===== config.mk =====
export PLATFORM = sky130hd
export DESIGN_NAME = rrd_read_port_scheduler
export DESIGN_NICKNAME = d
export VERILOG_FILES = /design/src/rtl/rrd_sched_pkg.sv /design/src/rtl/rrd_port_alloc.sv /design/src/rtl/rrd_read_port_scheduler.sv
export SDC_FILE = /design/constraint.sdc
export NUM_CORES = 1
export LEC_CHECK = 0
export ABC_CLOCK_PERIOD_IN_PS = 21700
export BUFFER_PORTS_ARGS = -buffer_cell sky130_fd_sc_hd__buf_2
export CORE_AREA = 10 10 247 249
export DETAILED_ROUTE_END_ITERATION = 16
export DIE_AREA = 0 0 257 259
export PLACE_DENSITY = 0.77
export SYNTH_ARGS = -nofsm -noshare
export SYNTH_HDL_FRONTEND = slang
export SYNTH_SLANG_ARGS = --single-unit

===== constraint.sdc =====
create_clock -name clock -period 21.7 [get_ports clock]
set_input_delay 2.17 -clock clock [delete_from_list [all_inputs] [get_ports clock]]
set_output_delay 2.17 -clock clock [all_outputs]
set_load 0.01 [all_outputs]

===== src/rtl/rrd_sched_pkg.sv =====
// Shared types and constants for the register-read port scheduler.
// Lane requests carry source registers, register types, branch mask and payload.
package rrd_sched_pkg;

  localparam int NUM_LANES    = 3;
  localparam int NUM_RD_PORTS = 4;
  localparam int PREG_W       = 7;
  localparam int BRMASK_W     = 20;
  localparam int UOP_W        = 64;

  localparam int PSEL_W = (NUM_RD_PORTS > 1) ? $clog2(NUM_RD_PORTS) : 1;
  localparam int PTR_W  = (NUM_LANES > 1) ? $clog2(NUM_LANES) : 1;

  localparam logic [1:0] RT_FIX = 2'h0;

  // rtypes packs {lrs2_rtype, lrs1_rtype}
  typedef struct packed {
    logic [PREG_W-1:0]   prs1;
    logic [PREG_W-1:0]   prs2;
    logic [3:0]          rtypes;
    logic [BRMASK_W-1:0] br_mask;
    logic [UOP_W-1:0]    uop;
  } lane_req_t;

  function automatic logic [1:0] port_need(input logic [3:0] rtypes);
    logic [1:0] n;
    n = 2'd0;
    if (rtypes[1:0] == RT_FIX) n = n + 2'd1;
    if (rtypes[3:2] == RT_FIX) n = n + 2'd1;
    return n;
  endfunction

endpackage


===== src/rtl/rrd_port_alloc.sv =====
// Combinational round-robin grant of whole uops against the read-port budget.
// Ports are handed out in ascending order, rs1 before rs2, in lane visit order.
module rrd_port_alloc
  import rrd_sched_pkg::*;
(
  input  logic [PTR_W-1:0]                      rr_ptr,
  input  logic [NUM_LANES-1:0]                  req_valid,
  input  logic [NUM_LANES-1:0][3:0]             req_rtypes,
  input  logic [NUM_LANES-1:0][PREG_W-1:0]      req_prs1,
  input  logic [NUM_LANES-1:0][PREG_W-1:0]      req_prs2,
  output logic [NUM_LANES-1:0]                  grant,
  output logic [NUM_RD_PORTS-1:0]               port_en,
  output logic [NUM_RD_PORTS-1:0][PREG_W-1:0]   port_addr,
  output logic [NUM_LANES-1:0][1:0][PSEL_W-1:0] port_sel,
  output logic                                  any_denied,
  output logic [PTR_W-1:0]                      first_denied
);

  logic [PSEL_W:0]  used;
  logic [PTR_W:0]   slot;
  logic [PTR_W-1:0] lane;

  // A denied lane does not block later lanes; a smaller request may slip past it.
  always_comb begin
    grant        = '0;
    port_en      = '0;
    port_addr    = '0;
    port_sel     = '0;
    any_denied   = 1'b0;
    first_denied = rr_ptr;
    used         = '0;
    slot         = '0;
    lane         = '0;
    for (int k = 0; k < NUM_LANES; k++) begin
      slot = {1'b0, rr_ptr} + (PTR_W+1)'(k);
      if (slot >= (PTR_W+1)'(NUM_LANES)) begin
        slot = slot - (PTR_W+1)'(NUM_LANES);
      end
      lane = slot[PTR_W-1:0];
      if (req_valid[lane]) begin
        if ((PSEL_W+1)'(port_need(req_rtypes[lane])) <= (PSEL_W+1)'(NUM_RD_PORTS) - used) begin
          grant[lane] = 1'b1;
          if (req_rtypes[lane][1:0] == RT_FIX) begin
            port_en[used[PSEL_W-1:0]]   = 1'b1;
            port_addr[used[PSEL_W-1:0]] = req_prs1[lane];
            port_sel[lane][0]           = used[PSEL_W-1:0];
            used                        = used + 1'b1;
          end
          if (req_rtypes[lane][3:2] == RT_FIX) begin
            port_en[used[PSEL_W-1:0]]   = 1'b1;
            port_addr[used[PSEL_W-1:0]] = req_prs2[lane];
            port_sel[lane][1]           = used[PSEL_W-1:0];
            used                        = used + 1'b1;
          end
        end else if (!any_denied) begin
          any_denied   = 1'b1;
          first_denied = lane;
        end
      end
    end
  end

endmodule


===== src/rtl/rrd_read_port_scheduler.sv =====
// Register-read port scheduler: per-lane single-entry buffers, round-robin port
// grant, branch kill/resolve, and a one-cycle stage aligned with RF read data.
module rrd_read_port_scheduler
  import rrd_sched_pkg::*;
(
  input  logic                            clock,
  input  logic                            reset,
  input  logic [NUM_LANES-1:0]            iss_valid,
  output logic [NUM_LANES-1:0]            iss_ready,
  input  logic [NUM_LANES*PREG_W-1:0]     iss_prs1,
  input  logic [NUM_LANES*PREG_W-1:0]     iss_prs2,
  input  logic [NUM_LANES*2-1:0]          iss_lrs1_rtype,
  input  logic [NUM_LANES*2-1:0]          iss_lrs2_rtype,
  input  logic [NUM_LANES*BRMASK_W-1:0]   iss_br_mask,
  input  logic [NUM_LANES*UOP_W-1:0]      iss_uop,
  input  logic [BRMASK_W-1:0]             brupdate_resolve_mask,
  input  logic [BRMASK_W-1:0]             brupdate_mispredict_mask,
  input  logic                            flush,
  output logic [NUM_RD_PORTS*PREG_W-1:0]  rf_raddr,
  output logic [NUM_LANES-1:0]            rrd_valid,
  output logic [NUM_LANES*UOP_W-1:0]      rrd_uop,
  output logic [NUM_LANES*BRMASK_W-1:0]   rrd_br_mask,
  output logic [NUM_LANES*2*PSEL_W-1:0]   rrd_port_sel
);

  lane_req_t                             buf_q [NUM_LANES];
  lane_req_t                             in_req [NUM_LANES];
  logic [NUM_LANES-1:0]                  buf_valid_q;
  logic [NUM_LANES-1:0]                  held;
  logic [NUM_LANES-1:0]                  in_killed;
  logic [NUM_LANES-1:0]                  grant;
  logic [PTR_W-1:0]                      rr_ptr;
  logic [PTR_W-1:0]                      first_denied;
  logic                                  any_denied;

  logic [NUM_LANES-1:0][3:0]             req_rtypes;
  logic [NUM_LANES-1:0][PREG_W-1:0]      req_prs1;
  logic [NUM_LANES-1:0][PREG_W-1:0]      req_prs2;

  logic [NUM_RD_PORTS-1:0]               port_en;
  logic [NUM_RD_PORTS-1:0][PREG_W-1:0]   port_addr;
  logic [NUM_RD_PORTS-1:0][PREG_W-1:0]   raddr_q;
  logic [NUM_RD_PORTS-1:0][PREG_W-1:0]   raddr_now;
  logic [NUM_LANES-1:0][1:0][PSEL_W-1:0] port_sel;

  logic [NUM_LANES-1:0]                  rrd_valid_q;
  logic [NUM_LANES-1:0][UOP_W-1:0]       uop_q;
  logic [NUM_LANES-1:0][BRMASK_W-1:0]    mask_q;
  logic [NUM_LANES-1:0][1:0][PSEL_W-1:0] sel_q;

  // An incoming uop already hit by a mispredict is never loaded.
  always_comb begin
    for (int i = 0; i < NUM_LANES; i++) begin
      held[i] = buf_valid_q[i] && !flush &&
                ((buf_q[i].br_mask & brupdate_mispredict_mask) == '0);
      req_rtypes[i] = buf_q[i].rtypes;
      req_prs1[i]   = buf_q[i].prs1;
      req_prs2[i]   = buf_q[i].prs2;

      in_req[i].prs1    = iss_prs1[i*PREG_W +: PREG_W];
      in_req[i].prs2    = iss_prs2[i*PREG_W +: PREG_W];
      in_req[i].rtypes  = {iss_lrs2_rtype[i*2 +: 2], iss_lrs1_rtype[i*2 +: 2]};
      in_req[i].br_mask = iss_br_mask[i*BRMASK_W +: BRMASK_W] & ~brupdate_resolve_mask;
      in_req[i].uop     = iss_uop[i*UOP_W +: UOP_W];
      in_killed[i]      = |(iss_br_mask[i*BRMASK_W +: BRMASK_W] & brupdate_mispredict_mask);

      iss_ready[i] = !held[i] || grant[i];
      rrd_valid[i] = rrd_valid_q[i] && ((mask_q[i] & brupdate_mispredict_mask) == '0);
    end
    for (int p = 0; p < NUM_RD_PORTS; p++) begin
      raddr_now[p] = port_en[p] ? port_addr[p] : raddr_q[p];
    end
  end

  rrd_port_alloc u_alloc (
    .rr_ptr       (rr_ptr),
    .req_valid    (held),
    .req_rtypes   (req_rtypes),
    .req_prs1     (req_prs1),
    .req_prs2     (req_prs2),
    .grant        (grant),
    .port_en      (port_en),
    .port_addr    (port_addr),
    .port_sel     (port_sel),
    .any_denied   (any_denied),
    .first_denied (first_denied)
  );

  assign rf_raddr     = raddr_now;
  assign rrd_uop      = uop_q;
  assign rrd_br_mask  = mask_q;
  assign rrd_port_sel = sel_q;

  // Grants are already empty under flush because held excludes it.
  always_ff @(posedge clock) begin
    if (reset) begin
      rr_ptr      <= '0;
      buf_valid_q <= '0;
      raddr_q     <= '0;
      rrd_valid_q <= '0;
      uop_q       <= '0;
      mask_q      <= '0;
      sel_q       <= '0;
      for (int i = 0; i < NUM_LANES; i++) begin
        buf_q[i] <= '0;
      end
    end else begin
      raddr_q     <= raddr_now;
      rrd_valid_q <= grant;
      if (any_denied && !flush) begin
        rr_ptr <= first_denied;
      end
      for (int i = 0; i < NUM_LANES; i++) begin
        if (grant[i]) begin
          uop_q[i]  <= buf_q[i].uop;
          mask_q[i] <= buf_q[i].br_mask & ~brupdate_resolve_mask;
          sel_q[i]  <= port_sel[i];
        end
        if (flush) begin
          buf_valid_q[i] <= 1'b0;
        end else if (iss_valid[i] && iss_ready[i]) begin
          buf_valid_q[i] <= !in_killed[i];
          buf_q[i]       <= in_req[i];
        end else if (!held[i] || grant[i]) begin
          buf_valid_q[i] <= 1'b0;
        end else begin
          buf_q[i].br_mask <= buf_q[i].br_mask & ~brupdate_resolve_mask;
        end
      end
    end
  end

endmodule

Yosys cells after proc, flatten, opt, wreduce, memory -nomap -nowiden
Memories as Yosys holds them, arrays and structs flattened.
Index checks and enable logic that the tools add are counted.
{"block": "word_totals", "register_bits": 300, "ram_bits": 306, "input_bits": 352, "output_inout_bits": 298, "elab_cells": 355, "memories": 1}
{"block": "op_classes", "add_sub_neg": 14, "order_cmp": 22, "mux": 218, "bitwise": 29, "n_reduce_logical": 50}
{"memory": "buf_q", "depth": 3, "width": 102, "read_ports": 3, "rd_ports_with_merged_regs": 0, "wr": 3, "line_no": "rrd_read_port_scheduler.sv:26", "text": "lane_req_t buf_q [NUM_LANES];"}
{"operator": "$mux 28", "count": 15}
{"operator": "$mux 102", "count": 3}
{"operator": "$and 20x20->20", "count": 15}
{"operator": "$mux 12", "count": 17}
{"operator": "$bwmux 28", "count": 5}
{"operator": "$mux 7", "count": 18}
{"operator": "$logic_not 20->1", "count": 6}
{"operator": "$bmux 7 s2", "count": 6}
{"operator": "$mux 4", "count": 21}
{"operator": "$demux 7 s2", "count": 5}
{"operator": "$bwmux 12", "count": 5}
{"operator": "$mux 20", "count": 3}
{"operator": "$reduce_or 20->1", "count": 3}
{"operator": "$mux 1", "count": 59}
{"operator": "$mux 3", "count": 17}
{"operator": "$mux 2", "count": 25}
{"operator": "$demux 4 s2", "count": 5}
{"operator": "$bmux 4 s2", "count": 3}
{"operator": "$lt 2x3->1 const B", "count": 8}
{"operator": "$logic_and 1x1->1", "count": 21}
{"operator": "$not 20->20", "count": 1}
{"operator": "$demux 1 s2", "count": 8}
{"operator": "$ge 2x1->1 const B", "count": 8}
{"operator": "$or 4x4->4", "count": 4}
{"operator": "19 further kinds", "count": 52}

Depth between registers and ports, before layout
Gate-level depths: netlist (run 1).
{"block": "depth", "ltp_word": 38, "ltp_mapped": 31}

Hierarchy
A second synthesis (run 1) with hierarchy kept.
{"block": "hier_totals", "cells_unflattened": 2597, "area_unflattened_um2": 28446.0}
{"module": "rrd_read_port_scheduler", "n_inst": 1, "cells_per_inst": 1945, "area_each_um2": 24273.3, "seq_area_each_um2": 15194.6}
{"module": "rrd_port_alloc", "n_inst": 1, "cells_per_inst": 652, "area_each_um2": 4172.8, "seq_area_each_um2": 0.0}

Worst setup path after synthesis (run 1)
OpenSTA, ideal clock, no wires.
{"block": "synth_timing", "kind": "input to output", "from": "in brupdate_mispredict_mask[0]", "to": "out rf_raddr[6]", "arrival_ps": 8164, "t_required_ps": 19530, "setup_slack_ps": 11366, "cell_stages": 25, "path_buffers": 2, "cell_sequence": "buf_2 > a222oi_1 > nand3_1 > nor4_4 > a222oi_1 > nand2b_1 > ha_1 > inv_1 > ha_1 > nor2b_1 > o21ai_1 > nand2_1 > o22ai_1 > inv_1 > ha_1 > ha_1 > a21oi_1 > a21oi_1 > nor2b_1 > a21oi_1 > nand2_1 > or4_1 > clkbuf_1 > o22ai_1 > nor2_1"}
{"block": "synth_via", "elab_chain_len": 27}
{"element": "start: declaration", "line_no": "rrd_read_port_scheduler.sv:17", "text": "input logic [BRMASK_W-1:0] brupdate_mispredict_mask,"}
{"element": "$and 20x20->20", "line_no": "rrd_read_port_scheduler.sv:55", "text": "((buf_q[i].br_mask & brupdate_mispredict_mask) == '0);"}
{"element": "$logic_not 20->1", "line_no": "rrd_read_port_scheduler.sv:55"}
{"element": "$logic_and 1x1->1", "line_no": "rrd_read_port_scheduler.sv:54", "text": "held[i] = buf_valid_q[i] && !flush &&"}
{"element": "$bmux 1 s2", "line_no": "rrd_port_alloc.sv:40", "text": "if (req_valid[lane]) begin"}
{"element": "$mux 1 (implied by the code)", "line_no": "rrd_port_alloc.sv:40"}
{"element": "$mux 3", "line_no": "rrd_port_alloc.sv:40"}
{"element": "$add 3x1->3 (tied with other cells)", "line_no": "rrd_port_alloc.sv:47", "text": "used = used + 1'b1;"}
{"element": "$mux 3 or $logic_and 1x1->1 (tied branches)", "line_no": "rrd_port_alloc.sv:43, rrd_port_alloc.sv:44, rrd_port_alloc.sv:45"}
{"element": "(+11 left out)"}
{"element": "$logic_and 1x1->1 (implied by the code) (tied with other cells)", "line_no": "rrd_port_alloc.sv:50, rrd_port_alloc.sv:51"}
{"element": "$mux 7 (implied by the code) (tied with other cells)", "line_no": "rrd_port_alloc.sv:51", "text": "port_addr[used[PSEL_W-1:0]] = req_prs2[lane];"}
{"element": "$demux 7 s2 (tied with other cells)"}
{"element": "$bwmux 28 or $or 4x4->4 (tied branches)"}
{"element": "$mux 28 or $mux 4 (tied branches)", "line_no": "rrd_port_alloc.sv:49", "text": "if (req_rtypes[lane][3:2] == RT_FIX) begin"}
{"element": "$mux 28 or $mux 4 (tied branches)", "line_no": "rrd_port_alloc.sv:41", "text": "if ((PSEL_W+1)'(port_need(req_rtypes[lane])) <= (PSEL_W+1)'(NUM_RD_PORTS) - used) begin"}
{"element": "$mux 28 or $mux 4 (tied branches)", "line_no": "rrd_port_alloc.sv:40"}
{"element": "$mux 7 (*)", "line_no": "rrd_read_port_scheduler.sv:71", "text": "raddr_now[p] = port_en[p] ? port_addr[p] : raddr_q[p];"}
{"element": "end: declaration", "line_no": "rrd_read_port_scheduler.sv:19", "text": "output logic [NUM_RD_PORTS*PREG_W-1:0] rf_raddr,"}
Every way passes the cells marked *; elsewhere a longest branch is shown, timed or not. The select of a mux whose other input is x is not followed.

Worst setup path after layout (run 1)
{"block": "layout_timing", "from": "in brupdate_mispredict_mask[14]", "to": "out rf_raddr[25]"}
The elaborated chain is that of the path after synthesis.

==> results.tsv, run 1 <==
stage	metric	value	unit
global_routing	global route overflow	0	
sta	Slew Limit Fails	0	
detailed_routing	vias	24070	
floorplan	row count	87	
floorplan	# IOs	650	
sta	max_slew headroom	0.1388	
yosys	Post-Syn Area	26880	sq um
placement	GP Congestion	0.9678	
yosys	Post-synth EDFFs	306	
detailed_routing	Avg Vias per Cell	5.815	
yosys	ys flop type	edfxtp_1	
yosys	async set or reset register ratio after synthesis	0	
yosys	Avg Inst Size Synth	9.718	sq um
clocking	Worst-path clk slew	0.06	ns
worst_setup_path	Critical Path RT	19.53	ns
clocking	htree depth	2	
cells_and_area	commonest non-fill, non-tap cell in the layout	buf_2	
yosys	synthesized net count	3143	
clocking	Root Driver	clkbuf_16	
floorplan	die width	257	um
clocking	CTS Hold Buffers Added	0	
sta	Worst Skew	0.02320	ns
worst_setup_path	Slowest-stage cell, CP	nor4_2	
yosys	dominant cell type by area after synthesis	edfxtp_1	
worst_setup_path	Worst setup SP type	input pin	
cells_and_area	nets@finish	3693	
sta	final hold vios	0	
sta	Setup TNS	0	ns
worst_setup_path	Max FO, Critical Path	14	
detailed_routing	drc violations	0	
detailed_routing	Routed Antenna Nets	0	
cells_and_area	share of cells above drive strength 1	0.2398	
global_routing	initial antenna violation count	30	
sta	Final Setup Violations	0	
clocking	Sink Count	606	
floorplan	Die Y	259	um
power_and_ir_drop	leakage	0.01261	uW
worst_setup_path	Critical Path Max Stage Delay	0.81	ns
yosys	Netlist cell types	70	
worst_setup_path	Crit path max-delay family	simple AND/OR/NAND/NOR gates	
detailed_routing	First-pass DRT Iterations	8	
cells_and_area	Post-Route Utilization	0.5835	
sta	Max Clk Rate	77.27	MHz
cells_and_area	most frequent cells in the layout	buf_2 (648), nand2_1 (544), a21oi_1 (348), edfxtp_1 (306), dfxtp_1 (300)	
global_routing	vias in the first global route	23010	
cells_and_area	Area growth, synth to finish	21.45	%
yosys	share of the synthesized area in the top cell type	0.3419	
sta	Tmin final	12.94	ns
clocking	post-CTS resize count	0	
yosys	Seq/Total Area, Yosys	0.5653	
placement	pre-CTS setup slack	9.035	ns
run_status	outcome	completed	
floorplan	DIE AREA	66560	sq um
min_path	Hold Path Cell Cnt	2	
worst_setup_path	R2R depth	26	
yosys	Synth warnings	0	
yosys	cell count after synthesis	2766	
cells_and_area	Fill cells	4896	
run	max-cap violations	0	
sta	Final period util	0.5964	
sta	unrepaired setup endpoints after global routing	no	
placement	buffers added on ports	649	
sta	setup ws final	8.758	ns
cells_and_area	register area	15190	sq um
power_and_ir_drop	power per cell area	77.64	nW/um^2
worst_setup_path	Crit. End Element	output pin	
detailed_routing	Wirelength per Cell	23.97	um
global_routing	GRT Util Overall	0.2799	
clocking	CTS tree	done	
clocking	post-CTS setup buffers	0	
worst_setup_path	critical path type	in -> out	
worst_setup_path	Worst path depth	26	
floorplan	Initial Util	0.4804	
floorplan	Core Box Area	55950	sq um
clocking	Max clock buf depth	3	
min_path	type of the most critical hold path	reg -> reg	
yosys	top post-synthesis cells by area	edfxtp_1 (34%), dfxtp_1 (22%), nand2_1 (7.6%), a21oi_1 (6.5%), nor2b_1 (6.3%)	
placement	DPL Wire Length	72.10	mm
yosys	#FFs+latches synth	606	
sta	Worst-Margin Slew	1.278	ns
worst_setup_path	Critical Path AT	10.77	ns
clocking	clock buffer count from CTS	61	
clocking	worst skew pair latency	0.64	ns
power_and_ir_drop	VDD IR max	0.06589	mV
global_routing	pin count of the biggest net entering global routing	102	
detailed_routing	Routed Wire Length	99.22	mm
worst_setup_path	Buf+Inv Stages, Crit Path	4	
detailed_routing	Iteration-0 DRC Markers	2477	
cells_and_area	multi-input logic area	10880	sq um
global_routing	global-route wire length before repair	144.6	mm
[synth_stat cells (25+ instances only)]
master	n
o21ai_0	53
mux2i_1	70
nor2_1	143
ha_1	25
dfxtp_1	300
nand3b_1	41
clkbuf_1	143
buf_2	31
a22oi_1	84
nor3_1	67
nor2b_1	271
nand3_1	31
nand2_1	544
a21oi_1	349
edfxtp_1	306
[layer usage]
layer / vias to the layer above / part of all wire / track usage
li1: 10900 / - / -
met1: 11300 / 0.36 / 0.3372
met2: 1538 / 0.48 / 0.4590
met3: 300 / 0.11 / 0.07075
met4: 32 / 0.053 / 0.1446
met5: - / 0.0021 / 0
[layout make-up]
type	count	area share
flip-flops and latches	606	0.4654
clock buffers	86	0.05404
well taps	756	0.02897
repair buffers	678	0.1065
multi-input cells	1942	0.3332
inverters	27	0.003104
clock inverters	30	0.007665
diodes	14	0.001073
[worst paths after layout]
path	from	to	slack, ns
worst min-delay path	rrd_uop[36]	rrd_uop[36]	0.45
worst max register to register	rr_ptr[0]	buf_q[2][73]	10.65
worst max-delay path	brupdate_mispredict_mask[14]	rf_raddr[25]	8.76
worst min register to register	rrd_uop[36]	rrd_uop[36]	0.45
[logic make-up after synthesis]
group | Yosys count | synth area share
AO/OA/AOI/OAI | 642 | 0.1448
XOR/XNOR | 5 | 0.001909
adder cells (fa/ha/maj) | 25 | 0.01164
buffers and inverters | 218 | 0.03216
flip-flops | 606 | 0.5653
multiplexers | 81 | 0.03077
AND/OR/NAND/NOR | 1189 | 0.2134
[registers in the layout, summed over array words and instances (netlist names)]
signal	flops
buf_q	306
buf_valid_q	3
rrd_valid_q	3
rrd_br_mask	60
rrd_uop	192
raddr_q	28
rrd_port_sel	12
rr_ptr	2
[worst register-to-register path, stage by stage (launching register included)]
cell      delay (ns)
dfxtp_1         0.34
inv_1           0.09
ha_2            0.88
clkinv_1        0.64
nand2_1         0.32
o22ai_1         0.34
ha_1            0.48
nand2b_1        0.16
ha_1            0.33
inv_1           0.06
ha_1            0.29
nor2b_1         0.14
o21ai_1         0.49
nand2_1         0.32
o22ai_1         0.71
inv_1           0.16
ha_1            0.40
ha_1            0.34
a21oi_1         0.14
a21oi_1         0.10
nor2b_1         0.18
a21oi_1         0.53
nand3_1         0.23
a31oi_2         1.05
or2_4           0.54
buf_4           0.76
or2_2           0.64
[power breakdown]
part | switching (uW) | internal [uW]
clock network | 454 | 593
logic | 125 | 65.5
registers | 28.4 | 1270
[stage by stage]
stage	hold WS [ns]	instance area, sq um	total power (uW)	std cells
2_1_floorplan	0.4761	26880	1415	2766
3_3_place_gp	0.4342	30600	1503	4009
3_5_place_dp	0.4396	30600	1506	4009
4_1_cts	0.4479	32610	2541	4125
5_1_grt	0.4581	32640	2612	4137
6_report	0.4464	32650	2535	4139
(Power assumes the default switching activity.)
==> run 2, diff against run 1 <==
ABC_AREA = 1   (was default)
ABC_CLOCK_PERIOD_IN_PS = 12500   (was 21700)
CORE_AREA = 10 10 246 248   (was 10 10 247 249)
DIE_AREA = 0 0 256 258   (was 0 0 257 259)
PLACE_DENSITY = 0.8   (was 0.77)
clock period = 12.5 ns   (was 21.7 ns; I/O delays follow)
==> run 2 against run 1 <==
  * Hold slack worse by 0.027 ns
  * Highest routed layer unchanged
  * Cell area increased by 4.2%
  * Register-to-register slack lost 7.5 ns
  * Largest cell class unchanged
  * Synthesized area rose by 5.9%
  * Via count increased by 8.8%
==> results.tsv, run 2 <==
stage	metric	value	unit	change
run_status	outcome	completed		
clocking	Worst-path clk slew	0.07	ns	about the same
sta	Max Clk Rate	105.3	MHz	
detailed_routing	Wirelength per Cell	23.60	um	-1.6%
placement	placed insts	4661		+16%
yosys	Avg Inst Size Synth	8.420	sq um	-13%
yosys	most frequent cell after synthesis	nand2_1		
floorplan	Initial Util	0.5108		+0.03039
clocking	worst skew pair latency	0.66	ns	+0.02 ns
placement	pre-CTS setup slack	3.127	ns	-5.908 ns
sta	Final Setup Violations	0		unchanged
yosys	#FFs+latches synth	606		unchanged
worst_setup_path	Critical Path Start	rr_ptr[0]		
cells_and_area	Fill cells	4911		+0.31%
worst_setup_path	Worst setup SP type	register		
cells_and_area	most flop-heavy register	buf_q		
yosys	Post-synth EDFFs	306		unchanged
run	max-cap violations	0		unchanged
global_routing	pin count of the biggest net entering global routing	141		+38%
clocking	CTS Hold Buffers Added	0		unchanged
placement	DPL Wire Length	85.72	mm	+19%
yosys	Synth warnings	0		unchanged
worst_setup_path	Max FO, Critical Path	20		+6
detailed_routing	Routed Wire Length	113.0	mm	+14%
worst_setup_path	Critical Path AT	8.25	ns	-2.52 ns
detailed_routing	First-pass DRT Iterations	5		-3
global_routing	met1 Resource Use GR	0.4036		+0.06636
clocking	post-CTS setup buffers	0		unchanged
yosys	Seq/Total Area, Yosys	0.5337		-0.03155
worst_setup_path	critical path type	reg -> out		
sta	Worst Skew	0.06681	ns	+0.04361 ns
floorplan	DIE AREA	66050	sq um	-0.77%
worst_setup_path	Most common cell on crit path	inv_1		
yosys	top post-synthesis cells by area	edfxtp_1 (32%), dfxtp_1 (21%), nand2_1 (11%), inv_1 (7.4%), nor2_2 (4.2%)		
floorplan	Die Y	258	um	-0.39%
sta	setup ws final	3.000	ns	-5.759 ns
global_routing	grt peak-use layer	met2		
yosys	cell count after synthesis	3381		+22%
sta	max_slew headroom	0.2088		+0.06991
worst_setup_path	Slowest-stage cell, CP	inv_1		
yosys	most frequent cells after synthesis	nand2_1 (802), inv_1 (563), edfxtp_1 (306)		
clocking	post-CTS resize count	0		unchanged
worst_setup_path	R2R depth	34		+31%
sta	Setup TNS	0	ns	unchanged
cells_and_area	max reg flops	306		unchanged
floorplan	Core Box Area	55730	sq um	-0.39%
yosys	dominant cell type by area after synthesis	edfxtp_1		
sta	unrepaired setup endpoints after global routing	no		
worst_setup_path	r2r setup slk	3.16	ns	-7.49 ns
yosys	share of the synthesized area in the top cell type	0.3228		-0.01908
yosys	Post-Syn Area	28470	sq um	+5.9%
detailed_routing	vias	26180		+8.8%
yosys	async set or reset register ratio after synthesis	0		unchanged
detailed_routing	Routed Antenna Nets	0		unchanged
cells_and_area	Area growth, synth to finish	19.43	%	
min_path	Hold Path Cell Cnt	2		unchanged
min_path	type of the most critical hold path	reg -> reg		
global_routing	GRT met2 Usage	0.5108		+0.05188
floorplan	# IOs	650		unchanged
power_and_ir_drop	leakage	0.01602	uW	+27%
floorplan	die width	256	um	-0.39%
sta	final hold vios	0		unchanged
worst_setup_path	Critical Path Max Stage Delay	0.59	ns	-0.22 ns
worst_setup_path	reg2reg end	buf_q[0][96]		
sta	Tmin final	9.500	ns	
floorplan	row count	87		unchanged
cells_and_area	most frequent cells in the layout	nand2_1 (800), buf_2 (648), inv_1 (559), edfxtp_1 (306), dfxtp_1 (300)		
detailed_routing	Iteration-0 DRC Markers	2771		+12%
clocking	Root Driver	clkbuf_16		
global_routing	GR Layer Usage met3	0.08816		+0.01741
cells_and_area	commonest non-fill, non-tap cell in the layout	nand2_1		
worst_setup_path	Crit. End Element	output pin		
global_routing	GRT Util Overall	0.3267		+0.04676
yosys	Netlist cell types	56		-20%
sta	Slew Limit Fails	0		unchanged
power_and_ir_drop	power per cell area	133.7	nW/um^2	+72%
worst_setup_path	worst r2r src	rr_ptr[0]		
cells_and_area	nets@finish	4345		+18%
sta	Worst-Margin Slew	1.184	ns	-0.09467 ns
global_routing	global-route wire length before repair	163.8	mm	+13%
clocking	htree depth	2		unchanged
cells_and_area	non-filler instance count after layout	4788		+16%
global_routing	vias in the first global route	25290		+9.9%
worst_setup_path	Critical Path RT	11.25	ns	-8.28 ns
sta	Final period util	0.7600		
min_path	hold path endpoint	rrd_uop[65]		
clocking	Sink Count	606		unchanged
min_path	HP Start	buf_q[1][1]		
power_and_ir_drop	VDD IR max	0.1198	mV	+82%
clocking	Max clock buf depth	3		unchanged
detailed_routing	Avg Vias per Cell	5.467		-6.0%
clocking	clock buffer count from CTS	61		unchanged
clocking	CTS tree	done		
yosys	ys flop type	edfxtp_1		
cells_and_area	share of cells above drive strength 1	0.2547		+0.01489
detailed_routing	drc violations	0		unchanged
placement	GP Congestion	1.039		+7.3%
global_routing	initial antenna violation count	27		-10%
placement	buffers added on ports	649		unchanged
yosys	synthesized net count	3758		+20%
global_routing	global route overflow	0		unchanged
## run 2: worst max path at each step
stage | slack, ns | endpoint
floorplan | 5.00 | buf_q[2][0]
global placement | 3.46 | buf_q[0][96]
detailed placement | 3.13 | buf_q[0][96]
CTS | 3.14 | rf_raddr[5]
global route | 2.38 | rf_raddr[2]
finish | 3.00 | rf_raddr[5]
## run 2: kinds of logic after synthesis
family,Yosys count,share of synthesized area
buffers and inverters,727,0.1120
adders and majority gates,25,0.01099
DFF,606,0.5337
AOI/OAI and AO/OA,542,0.1112
and+or+nand+nor,1481,0.2321
## run 2: power by group
part / total (uW) / switching, uW / internal, uW
Clock: 1890 / 802 / 1090
Sequential: 2240 / 43.2 / 2200
Combinational: 413 / 297 / 116
Total: 4550 / 1140 / 3400
## run 2: metrics by stage
step                utilization  instance area, sq um  total power (uW)  hold slack, ns
floorplan                     -                 28470              2512          0.4119
global placement         0.5722                 31890              2685          0.4127
detailed placement       0.5722                 31890              2686          0.4229
CTS                      0.6095                 33970              4549          0.4330
global route             0.6099                 33990              4680          0.4461
finish                   0.6101                 34000              4546          0.4197
## run 2: critical path: cells and delay by family (launching register included)
| family | cells | cell delay (ns) |
|---|---|---|
| compound gates | 2 | 0.19 |
| fa+ha+maj | 5 | 1.79 |
| buf+inv | 10 | 1.89 |
| flops | 1 | 0.34 |
| simple gates | 14 | 3.36 |
## run 2: area by class of cell
type                    instances  area [sq um]  share of cell area
clock inverters                36         372.9             0.01097
flip-flops and latches        606         15190              0.4469
clock buffers                  79          1705             0.05016
repair buffers                674          3463              0.1019
well taps                     756         945.9             0.02782
multi-input cells            2048         10120              0.2976
diodes                         12         30.03           0.0008832
inverters                     577          2171             0.06385
## run 2: per-layer routing
layer | routed length (um) | vias up
li1 | - | 12100
met5 | 141 | -
met1 | 43040 | 12200
met2 | 51420 | 1486
met3 | 11390 | 367
met4 | 6984 | 24
